`src/rtl/nn_layer_ctrl_if.sv`:
```
// Signal bundle between nn_layer_ctrl (slave) and its command, memory, datapath and result side (master).
interface nn_layer_ctrl_if #(
  parameter int DW = 16,
  parameter int AW = 8,
  parameter int NW = 8
);
  logic              start;
  logic [AW-1:0]     n_in;
  logic [AW-1:0]     x_base;
  logic [AW-1:0]     w_base;
  logic              busy;
  logic              done;
  logic [AW-1:0]     x_addr;
  logic [DW-1:0]     x_rdata;
  logic [AW-1:0]     w_addr;
  logic [NW*DW-1:0]  w_rdata;
  logic              dp_clr;
  logic [DW-1:0]     dp_x;
  logic [NW*DW-1:0]  dp_w;
  logic [NW*DW-1:0]  dp_z;
  logic [NW*DW-1:0]  res_data;
  logic              res_valid;
  logic              res_ready;

  modport slave (
    input  start, n_in, x_base, w_base, x_rdata, w_rdata, dp_z, res_ready,
    output busy, done, x_addr, w_addr, dp_clr, dp_x, dp_w, res_data, res_valid
  );

  modport master (
    output start, n_in, x_base, w_base, x_rdata, w_rdata, dp_z, res_ready,
    input  busy, done, x_addr, w_addr, dp_clr, dp_x, dp_w, res_data, res_valid
  );
endinterface

```
`src/rtl/nn_layer_ctrl.sv`:
```
// Layer-pass sequencer for the 8-lane MAC datapath: clear, stream n_in terms, wait, capture, hand off.
// Optional macro NN_LAYER_CTRL_RELU_EN applies ReLU to every lane at capture.
module nn_layer_ctrl #(
  parameter int DW     = 16,
  parameter int AW     = 8,
  parameter int DP_LAT = 2,
  parameter int NW     = 8
) (
  input  logic            clk,
  input  logic            rst,
  nn_layer_ctrl_if.slave  bus
);

  typedef enum logic [2:0] {IDLE, CLR, FEED, WAIT, HOLD, DONE} state_t;

  state_t           state, state_nxt;
  logic [AW-1:0]    n_q;
  logic [AW-1:0]    cnt;
  logic [AW-1:0]    x_addr_q;
  logic [AW-1:0]    w_addr_q;
  logic [NW*DW-1:0] res_q;
  logic [NW*DW-1:0] z_cap;
  logic [AW:0]      next_idx;
  logic             accept;
  logic             advance;
  logic             last_feed;
  logic             wait_end;

  assign accept    = (state == IDLE) && bus.start;
  assign last_feed = (cnt == n_q - AW'(1));
  assign wait_end  = (cnt == AW'(DP_LAT - 1));
  assign next_idx  = {1'b0, cnt} + (AW+1)'(2);

  // Prefetch the next index one cycle ahead of its feed cycle; hold once the last one is out.
  assign advance = ((state == CLR) && (n_q > AW'(1))) ||
                   ((state == FEED) && (next_idx < {1'b0, n_q}));

  always_ff @(posedge clk) begin
    if (rst) state <= IDLE;
    else     state <= state_nxt;
  end

  always_comb begin
    state_nxt     = state;
    bus.busy      = (state != IDLE);
    bus.done      = (state == DONE);
    bus.dp_clr    = (state == CLR);
    bus.res_valid = (state == HOLD);
    bus.dp_x      = '0;
    bus.dp_w      = '0;
    case (state)
      IDLE: if (bus.start) state_nxt = CLR;
      CLR:  state_nxt = (n_q == '0) ? WAIT : FEED;
      FEED: begin
        bus.dp_x = bus.x_rdata;
        bus.dp_w = bus.w_rdata;
        if (last_feed) state_nxt = WAIT;
      end
      WAIT: if (wait_end) state_nxt = HOLD;
      HOLD: if (bus.res_ready) state_nxt = DONE;
      DONE: state_nxt = IDLE;
      default: state_nxt = IDLE;
    endcase
  end

  always_comb begin
    z_cap = bus.dp_z;
`ifdef NN_LAYER_CTRL_RELU_EN
    for (int i = 0; i < NW; i++)
      if (bus.dp_z[i*DW + DW-1]) z_cap[i*DW +: DW] = '0;
`endif
  end

  // cnt counts feed terms in FEED and latency cycles in WAIT; it is zero on entry to each.
  always_ff @(posedge clk) begin
    if (rst) begin
      n_q      <= '0;
      cnt      <= '0;
      x_addr_q <= '0;
      w_addr_q <= '0;
      res_q    <= '0;
    end else begin
      if (accept) begin
        n_q      <= bus.n_in;
        x_addr_q <= bus.x_base;
        w_addr_q <= bus.w_base;
        cnt      <= '0;
      end
      if (advance) begin
        x_addr_q <= x_addr_q + AW'(1);
        w_addr_q <= w_addr_q + AW'(1);
      end
      case (state)
        FEED: cnt <= last_feed ? '0 : cnt + AW'(1);
        WAIT: begin
          cnt <= wait_end ? '0 : cnt + AW'(1);
          if (wait_end) res_q <= z_cap;
        end
        default: ;
      endcase
    end
  end

  assign bus.x_addr   = x_addr_q;
  assign bus.w_addr   = w_addr_q;
  assign bus.res_data = res_q;

endmodule

```
`src/flat_wrapper.sv`:
```
// flat-port wrapper written by rule: the top's interface ports become plain ports
module nn_layer_ctrl_flat 
#(
  parameter int DW     = 16,
  parameter int AW     = 8,
  parameter int DP_LAT = 2,
  parameter int NW     = 8
)
  (clk, rst, bus_start, bus_n_in, bus_x_base, bus_w_base, bus_x_rdata, bus_w_rdata, bus_dp_z, bus_res_ready, bus_busy, bus_done, bus_x_addr, bus_w_addr, bus_dp_clr, bus_dp_x, bus_dp_w, bus_res_data, bus_res_valid);
  nn_layer_ctrl_if #(.DW(DW), .AW(AW), .NW(NW)) bus_i ();
  input  logic clk;
  input  logic rst;
  input wire logic [$bits(bus_i.start)-1:0] bus_start;
  input wire logic [$bits(bus_i.n_in)-1:0] bus_n_in;
  input wire logic [$bits(bus_i.x_base)-1:0] bus_x_base;
  input wire logic [$bits(bus_i.w_base)-1:0] bus_w_base;
  input wire logic [$bits(bus_i.x_rdata)-1:0] bus_x_rdata;
  input wire logic [$bits(bus_i.w_rdata)-1:0] bus_w_rdata;
  input wire logic [$bits(bus_i.dp_z)-1:0] bus_dp_z;
  input wire logic [$bits(bus_i.res_ready)-1:0] bus_res_ready;
  output wire logic [$bits(bus_i.busy)-1:0] bus_busy;
  output wire logic [$bits(bus_i.done)-1:0] bus_done;
  output wire logic [$bits(bus_i.x_addr)-1:0] bus_x_addr;
  output wire logic [$bits(bus_i.w_addr)-1:0] bus_w_addr;
  output wire logic [$bits(bus_i.dp_clr)-1:0] bus_dp_clr;
  output wire logic [$bits(bus_i.dp_x)-1:0] bus_dp_x;
  output wire logic [$bits(bus_i.dp_w)-1:0] bus_dp_w;
  output wire logic [$bits(bus_i.res_data)-1:0] bus_res_data;
  output wire logic [$bits(bus_i.res_valid)-1:0] bus_res_valid;
  assign bus_i.start = bus_start;
  assign bus_i.n_in = bus_n_in;
  assign bus_i.x_base = bus_x_base;
  assign bus_i.w_base = bus_w_base;
  assign bus_i.x_rdata = bus_x_rdata;
  assign bus_i.w_rdata = bus_w_rdata;
  assign bus_i.dp_z = bus_dp_z;
  assign bus_i.res_ready = bus_res_ready;
  assign bus_busy = bus_i.busy;
  assign bus_done = bus_i.done;
  assign bus_x_addr = bus_i.x_addr;
  assign bus_w_addr = bus_i.w_addr;
  assign bus_dp_clr = bus_i.dp_clr;
  assign bus_dp_x = bus_i.dp_x;
  assign bus_dp_w = bus_i.dp_w;
  assign bus_res_data = bus_i.res_data;
  assign bus_res_valid = bus_i.res_valid;
  nn_layer_ctrl #(.DW(DW), .AW(AW), .DP_LAT(DP_LAT), .NW(NW)) u_core (.clk(clk), .rst(rst), .bus(bus_i));
endmodule
```
`config.mk`:
```
export PLATFORM = sky130hd
export DESIGN_NAME = nn_layer_ctrl_flat
export DESIGN_NICKNAME = d
export VERILOG_FILES = /design/src/rtl/nn_layer_ctrl_if.sv /design/src/rtl/nn_layer_ctrl.sv /design/src/flat_wrapper.sv
export SDC_FILE = /design/constraint.sdc
export NUM_CORES = 1
export LEC_CHECK = 0
export ABC_AREA = 1
export CAP_MARGIN = 20
export CORE_AREA = 2 2 228 230
export DETAILED_ROUTE_END_ITERATION = 8
export DIE_AREA = 0 0 230 232
export SETUP_SLACK_MARGIN = 0.1
export SLEW_MARGIN = 20
export SYNTH_ARGS = -nofsm -noshare
export SYNTH_HDL_FRONTEND = slang
export SYNTH_SLANG_ARGS = --single-unit
```
`constraint.sdc`:
```
create_clock -name clk -period 3 [get_ports clk]
set_input_delay 0.45 -clock clk [delete_from_list [all_inputs] [get_ports clk]]
set_output_delay 0.45 -clock clk [all_outputs]
set_load 0.01 [all_outputs]
```
==> key figures <==
Run status
  – Status: complete, no violations

Timing
  – Period utilization: 93.2%
  – Final worst path period need: 2.80 ns
  – Slew Viols, Final: 0
  – Final setup TNS: 0 ns
  – Final setup fails: 0
  – Relative max-transition margin: 61.2%
  – Clk_skew: 0.0217 ns
  – RSZ-0062 raised after global routing: yes
  – Final hold vios: 0
  – Slew at the pin closest to its max-slew limit: 0.581 ns
  – Fmax achieved: 358 MHz

Power and ir drop
  – Logic pwr share: 48.6%
  – Max rail drop VDD: 0.398 mV
  – PD cells: 617 nW/µm²
  – Pint: 5.72 mW
  – Share of total power in the clock network: 23.3%
  – Reg power frac: 28.1%
  – Leakage: 6.62 nW
  – Psw: 3.85 mW
  – Net Sw Frac: 40.2%

Synth
  – Netlist Area Pre-Place: 8210 µm²
  – Syn_nets: 1593
  – Compound-cell area share of the yosys netlist: 11.1%
  – Multiplexer share of the synthesized area: 0.122%
  – Cells after synthesis: 1278
  – Synth Area in Adders: 2.29%
  – Largest family of logic cells by synthesized area: simple AND/OR/NAND/NOR gates
  – Top cell type's share of synthesized area: 39.8%
  – Simple-gate portion of the synthesized area: 30.8%
  – Yosys reg bits: 163
  – Largest area contributor in the netlist: dfxtp_1
  – Post-synthesis sequential area ratio: 39.8%
  – Synth cell types: 30
  – YS warnings: 0
  – Synth top area cells: dfxtp_1 40%, nor2_1 20%, inv_1 8.7%
  – Most common cell in the netlist: nor2_1
  – Number of synthesized flops with an enable pin: 0
  – Synth Area in XOR/XNOR: 2.77%
  – Post-synth ARST share: 0%
  – Avg Cell Area, Syn: 6.42 µm²
  – Ys flop type: dfxtp_1
  – Commonest cells in the netlist: 430 x nor2_1, 190 x inv_1, 163 x dfxtp_1, 127 x o21ai_0, 122 x nand2_1

GRT
  – Vias in the first global route: 10.1k
  – Total global-route track usage: 15.7%
  – First-pass GRT wire length: 62300 µm
  – Largest net degree at the start of global routing: 98
  – Overflow after GRT: 0
  – Initial antenna violation count: 11

Worst setup path
  – Worst reg2reg path depth: 13
  – CP max FO: 27
  – CP startpoint: u_core.state[1]
  – R2r startpoint: u_core.cnt[2]
  – Worst setup SP type: register
  – Flop-to-flop setup slack: 0.28 ns
  – Worst setup endpoint: bus_dp_w[105]
  – Worst EP required: 2.55 ns
  – Crit path kind: reg -> out
  – RR Endpoint: u_core.bus.x_addr[7]
  – Kind of end point of the critical path: output pin
  – Critical path arrival: 2.35 ns

Route
  – Drc violations: 0
  – Via density: 4.08
  – Vias: 10.3k
  – Iteration count of the initial detailed-routing pass: 5
  – Routed Antenna Nets: 0
  – Initial DRC count: 475
  – WL/cell: 17.6 µm
  – Final WL: 44400 µm

Place
  – Placed Instances: 2486
  – Gpl congestion: 0.940
  – DP HPWL: 36200 µm
  – # port buffers: 591

Clocking
  – CTS Hold Bufs: 0
  – CTS sink cnt: 163
  – Worst-Skew Late Latency: 0.47 ns
  – Clock root cell: clkbuf_16
  – Clock transition at the registers of the reported paths: 0.07 ns
  – CTS tree: yes
  – Largest buffer count on any clock path: 2
  – H-tree Lvls: 4
  – Num CTS Buffers: 17

Hold path
  – Hold Crit Class: reg -> reg

Finish
  – Sequential cell area: 3260 µm²
  – Non-filler cells, final: 2527
  – Filler cells: 5476
  – Multi-input gate area: 3870 µm²
  – Layout cell share with drive strength beyond 1: 4.12%
  – Layout Nets: 2147
  – Layout area overhead: 89.1%

Floorplanning
  – I/O pins: 592
  – Die height: 232 µm
  – Core Region: 50900 µm²
  – Cell Rows: 83
  – Initial Util: 16.1%
  – Die width: 230 µm
  – Die Footprint: 53400 µm²

Flow run
  – Max Cap Violations: 0
==> flip-flops by register name, indices dropped and copies added (netlist names) <==
| name | cells |
|---|---|
| u_core.cnt | 8 |
| u_core.bus.w_addr | 8 |
| u_core.n_q | 8 |
| u_core.state | 3 |
| u_core.bus.x_addr | 8 |
| u_core.bus.res_data | 128 |
==> layout by cell type, fill, tap and decap left out, types with 3 or more instances in the layout <==
| cell type | Yosys | layout |
|---|---|---|
| nor2_2 | 4 | 4 |
| clkbuf_16 | 0 | 18 |
| nand4_1 | 17 | 17 |
| nand3_2 | 7 | 7 |
| xnor2_1 | 6 | 6 |
| o211ai_1 | 4 | 4 |
| ha_1 | 15 | 15 |
| dlymetal6s2s_1 | 0 | 6 |
| o21ai_1 | 16 | 16 |
| nor2_1 | 430 | 430 |
| clkdlybuf4s50_1 | 0 | 583 |
| dfxtp_1 | 163 | 162 |
| nand3b_1 | 5 | 5 |
| nand3_1 | 31 | 31 |
| buf_12 | 0 | 5 |
| nand2_1 | 122 | 121 |
| inv_1 | 190 | 188 |
| clkinv_8 | 0 | 3 |
| inv_2 | 4 | 3 |
| xor2_1 | 20 | 20 |
| buf_4 | 6 | 9 |
| inv_6 | 0 | 5 |
| inv_8 | 0 | 6 |
| a21oi_1 | 31 | 31 |
| o21ai_0 | 127 | 127 |
==> power by group through the flow <==
stage	registers (mW)	clock network (mW)	logic [mW]
3_3_place_gp	2.72	0	4.44
2_1_floorplan	2.75	0	2.16
4_1_cts	2.69	2.31	4.57
3_5_place_dp	2.73	0	4.51
6_report	2.69	2.23	4.66
5_1_grt	2.73	2.39	5.08
==> through the flow <==
step | hold slack (ns) | total power [mW] | instance area, µm² | setup slack, ns | utilization (%)
after floorplan | 0.475 | 4.91 | 8210 | 0.747 | -
after global placement | 0.462 | 7.17 | 14800 | 0.364 | 29.1
after detailed placement | 0.471 | 7.25 | 14800 | 0.293 | 29.1
after CTS | 0.488 | 9.57 | 15400 | 0.123 | 30.3
after global routing | 0.502 | 10.2 | 15500 | 0.0869 | 30.5
final | 0.481 | 9.57 | 15500 | 0.205 | 30.5
==> final cells by class <==
class	count	share of cell area, %
antenna	2	0.0323
multi-input combinational	845	25.0
clock buffer	18	2.77
tap	680	5.48
timing repair inverter	2	0.113
sequential	163	21.0
timing repair buffer	609	39.8
inverter	194	4.80
clock inverter	14	1.03
==> layer usage <==
layer  vias to the layer above  wire length [µm]  track usage, %  share of wire [%]
met5                         -                 7               0              0.016
met2                       490             23700            30.4                 53
met4                         2              2340            8.57                5.3
met3                        81              3590            4.85                8.1
met1                      4753             14800            14.4                 33
li1                       4986                 -               -                  -
==> kinds of logic after synthesis <==
| group | after synthesis |
|---|---|
| adder cells (fa/ha/maj) | 15 |
| flip-flops | 163 |
| buffers and inverters | 270 |
| multiplexers | 1 |
| AO/OA/AOI/OAI | 179 |
| AND/OR/NAND/NOR | 624 |
| XOR/XNOR | 26 |
==> critical path, stage by stage, from the launching register on <==
cell,delay (ns)
dfxtp_2,0.37
inv_2,0.05
nor2_2,0.12
inv_2,0.08
nor2_4,0.27
inv_12,0.12
clkbuf_16,0.22
nor2_1,0.11
clkdlybuf4s50_1,0.54
==> what timing repair did <==
action | 4_1_cts | 5_1_grt
resized for setup | 7 | 10
setup buffers | 2 | 2
setup endpoints to repair | 144 | 83
pin swaps | 1 | 1
cloned | 1 | 2
==> how the worst min path moves through the flow <==
stage	cells after the start	end	startpoint	slack (ns)
3_5_place_dp	2	u_core.bus.res_data[64]	u_core.bus.res_data[64]	0.47
5_1_grt	2	u_core.bus.res_data[69]	u_core.bus.res_data[69]	0.50
3_3_place_gp	2	u_core.bus.res_data[11]	u_core.bus.res_data[11]	0.46
2_1_floorplan	2	u_core.n_q[7]	u_core.n_q[7]	0.47
6_report	2	u_core.bus.res_data[119]	u_core.bus.res_data[119]	0.48
4_1_cts	2	u_core.bus.res_data[119]	u_core.bus.res_data[119]	0.49
(Power assumes the default switching activity.)
==> edit: new RTL, same settings <==
`AW` is set to 8 in 3 places; all go to 10.
--- a/src/rtl/nn_layer_ctrl_if.sv
+++ b/src/rtl/nn_layer_ctrl_if.sv
@@ -1,7 +1,7 @@
 // Signal bundle between nn_layer_ctrl (slave) and its command, memory, datapath and result side (master).
 interface nn_layer_ctrl_if #(
   parameter int DW = 16,
-  parameter int AW = 8,
+  parameter int AW = 10,
   parameter int NW = 8
 );
   logic              start;
--- a/src/rtl/nn_layer_ctrl.sv
+++ b/src/rtl/nn_layer_ctrl.sv
@@ -2,7 +2,7 @@
 // Optional macro NN_LAYER_CTRL_RELU_EN applies ReLU to every lane at capture.
 module nn_layer_ctrl #(
   parameter int DW     = 16,
-  parameter int AW     = 8,
+  parameter int AW     = 10,
   parameter int DP_LAT = 2,
   parameter int NW     = 8
 ) (
--- a/src/flat_wrapper.sv
+++ b/src/flat_wrapper.sv
@@ -2,7 +2,7 @@
 module nn_layer_ctrl_flat 
 #(
   parameter int DW     = 16,
-  parameter int AW     = 8,
+  parameter int AW     = 10,
   parameter int DP_LAT = 2,
   parameter int NW     = 8
 )
Interface: changed (5 resized); port bits go from 592 to 602. No check against the original RTL was run, so the function may have changed too.
==> edit against the unedited design <==
Cell area is 6.0% higher; routed wire length fell by 12%; setup slack worse by 0.032 ns; largest cell class unchanged; critical path type unchanged; sequential power is 3% higher; power grew 2.2%; sequential cell count increased by 8; synthesized area rose by 7.9%.
==> edit: results (changes against the unedited design) <==
worst-margin pin slew=0.759 ns (was 0.581 ns); initial drt markers=467 (was 475); antenna cell count=0 (was 2); share of layout cells above drive strength 1=5.95% (was 4.12%); WL final=39000 um (was 44400 um); grt met1 use=15.9% (was 14.4%); Met2 Wirelength=18800 um (was 23700 um); most instantiated cells after synthesis=inv_1, nor2_1, a21oi_1, dfxtp_1, nand2_1 (was nor2_1, inv_1, dfxtp_1, o21ai_0, nand2_1); R2R Path End=u_core.bus.x_addr[1] (was u_core.bus.x_addr[7]); Leak=6.93 nW (was 6.62 nW); post-synthesis mux area share=0% (was 0.122%); reg2reg start=u_core.cnt[1] (was u_core.cnt[2]); CP Launch Point=u_core.state[2] (was u_core.state[1]); Mapped Nets=1687 (was 1593); outcome=completed (unchanged); top post-synthesis cells by area=dfxtp_1, inv_1, a21oi_1 (was dfxtp_1, nor2_1, inv_1); reg2reg setup slack=0.43 ns (was 0.28 ns); Layout Skew=0.00945 ns (was 0.0217 ns); largest net degree at the start of global routing=147 (was 98); worst vdd ir=0.403 mV (was 0.398 mV); Synth Area in XOR/XNOR=2.87% (was 2.77%); sequential share of the synthesized area=38.6% (was 39.8%); met3 WL=3470 um (was 3590 um); first-pass GRT wire length=56200 um (was 62300 um); Critical Path AT=2.38 ns (was 2.35 ns); post-detail-place hpwl=30500 um (was 36200 um); post-CTS setup buffers=0 (was 2); routed length on met1=16200 um (was 14800 um); routed vias=10400 (was 10300); number of global-route vias before repair=9935 (was 10100); GRT Overall Usage=13.7% (was 15.7%); Hold Path Origin=u_core.bus.res_data[14] (was u_core.bus.res_data[119]); complex-gate fraction of the synthesized area=18.7% (was 11.1%); Worst Hold Path EP=u_core.bus.res_data[14] (was u_core.bus.res_data[119]); Final Net Count=2260 (was 2147); Post-Synth Adder-Cell Area=2.40% (was 2.29%)
## edit: cell types whose count changed after synthesis, sizes merged, moves of 6 or more
cell	unedited run	this run
nor2	436	187
inv	194	322
a21oi	31	176
nand2	124	152
buf	31	20
nand3	38	44
dfxtp	163	171
clkbuf	45	60
## edit: metrics by stage
stage,std cells,util (%),hold WS [ns],cell area [um^2]
4_1_cts,2628,32.0,0.446,16300
3_3_place_gp,2596,30.8,0.430,15700
2_1_floorplan,1364,-,0.468,8860
6_report,2630,32.3,0.443,16400
3_5_place_dp,2596,30.8,0.433,15700
5_1_grt,2630,32.3,0.455,16400
## edit: repair_timing
action / CTS / global route
cloned: 0 / 2
endpoints found under the setup margin: 144 / 145
resized for setup: 3 / 44
## edit: final cells by class
| class | count | area, um^2 | area share [%] |
|---|---|---|---|
| Clock buffer | 18 | 439 | 2.67 |
| Inverter | 323 | 1220 | 7.43 |
| Sequential cell | 171 | 3420 | 20.8 |
| Timing Repair Buffer | 634 | 6380 | 38.8 |
| Tap cell | 680 | 851 | 5.17 |
| Multi-Input combinational cell | 790 | 3950 | 24.0 |
| Clock inverter | 14 | 175 | 1.07 |
## edit: worst max-delay path, stage by stage (launching register included)
cell and delay (ns):
dfxtp_1 0.37, nor2_4 0.16, inv_2 0.08, nor2_2 0.15, inv_4 0.09, buf_16 0.20
nor2_1 0.20, clkdlybuf4s50_1 0.56
## edit: report_power, final
group          internal, mW  switching (mW)  total (mW)
logic                  2.21            2.51        4.72
registers              2.49           0.273        2.77
clock network          1.15            1.15        2.30
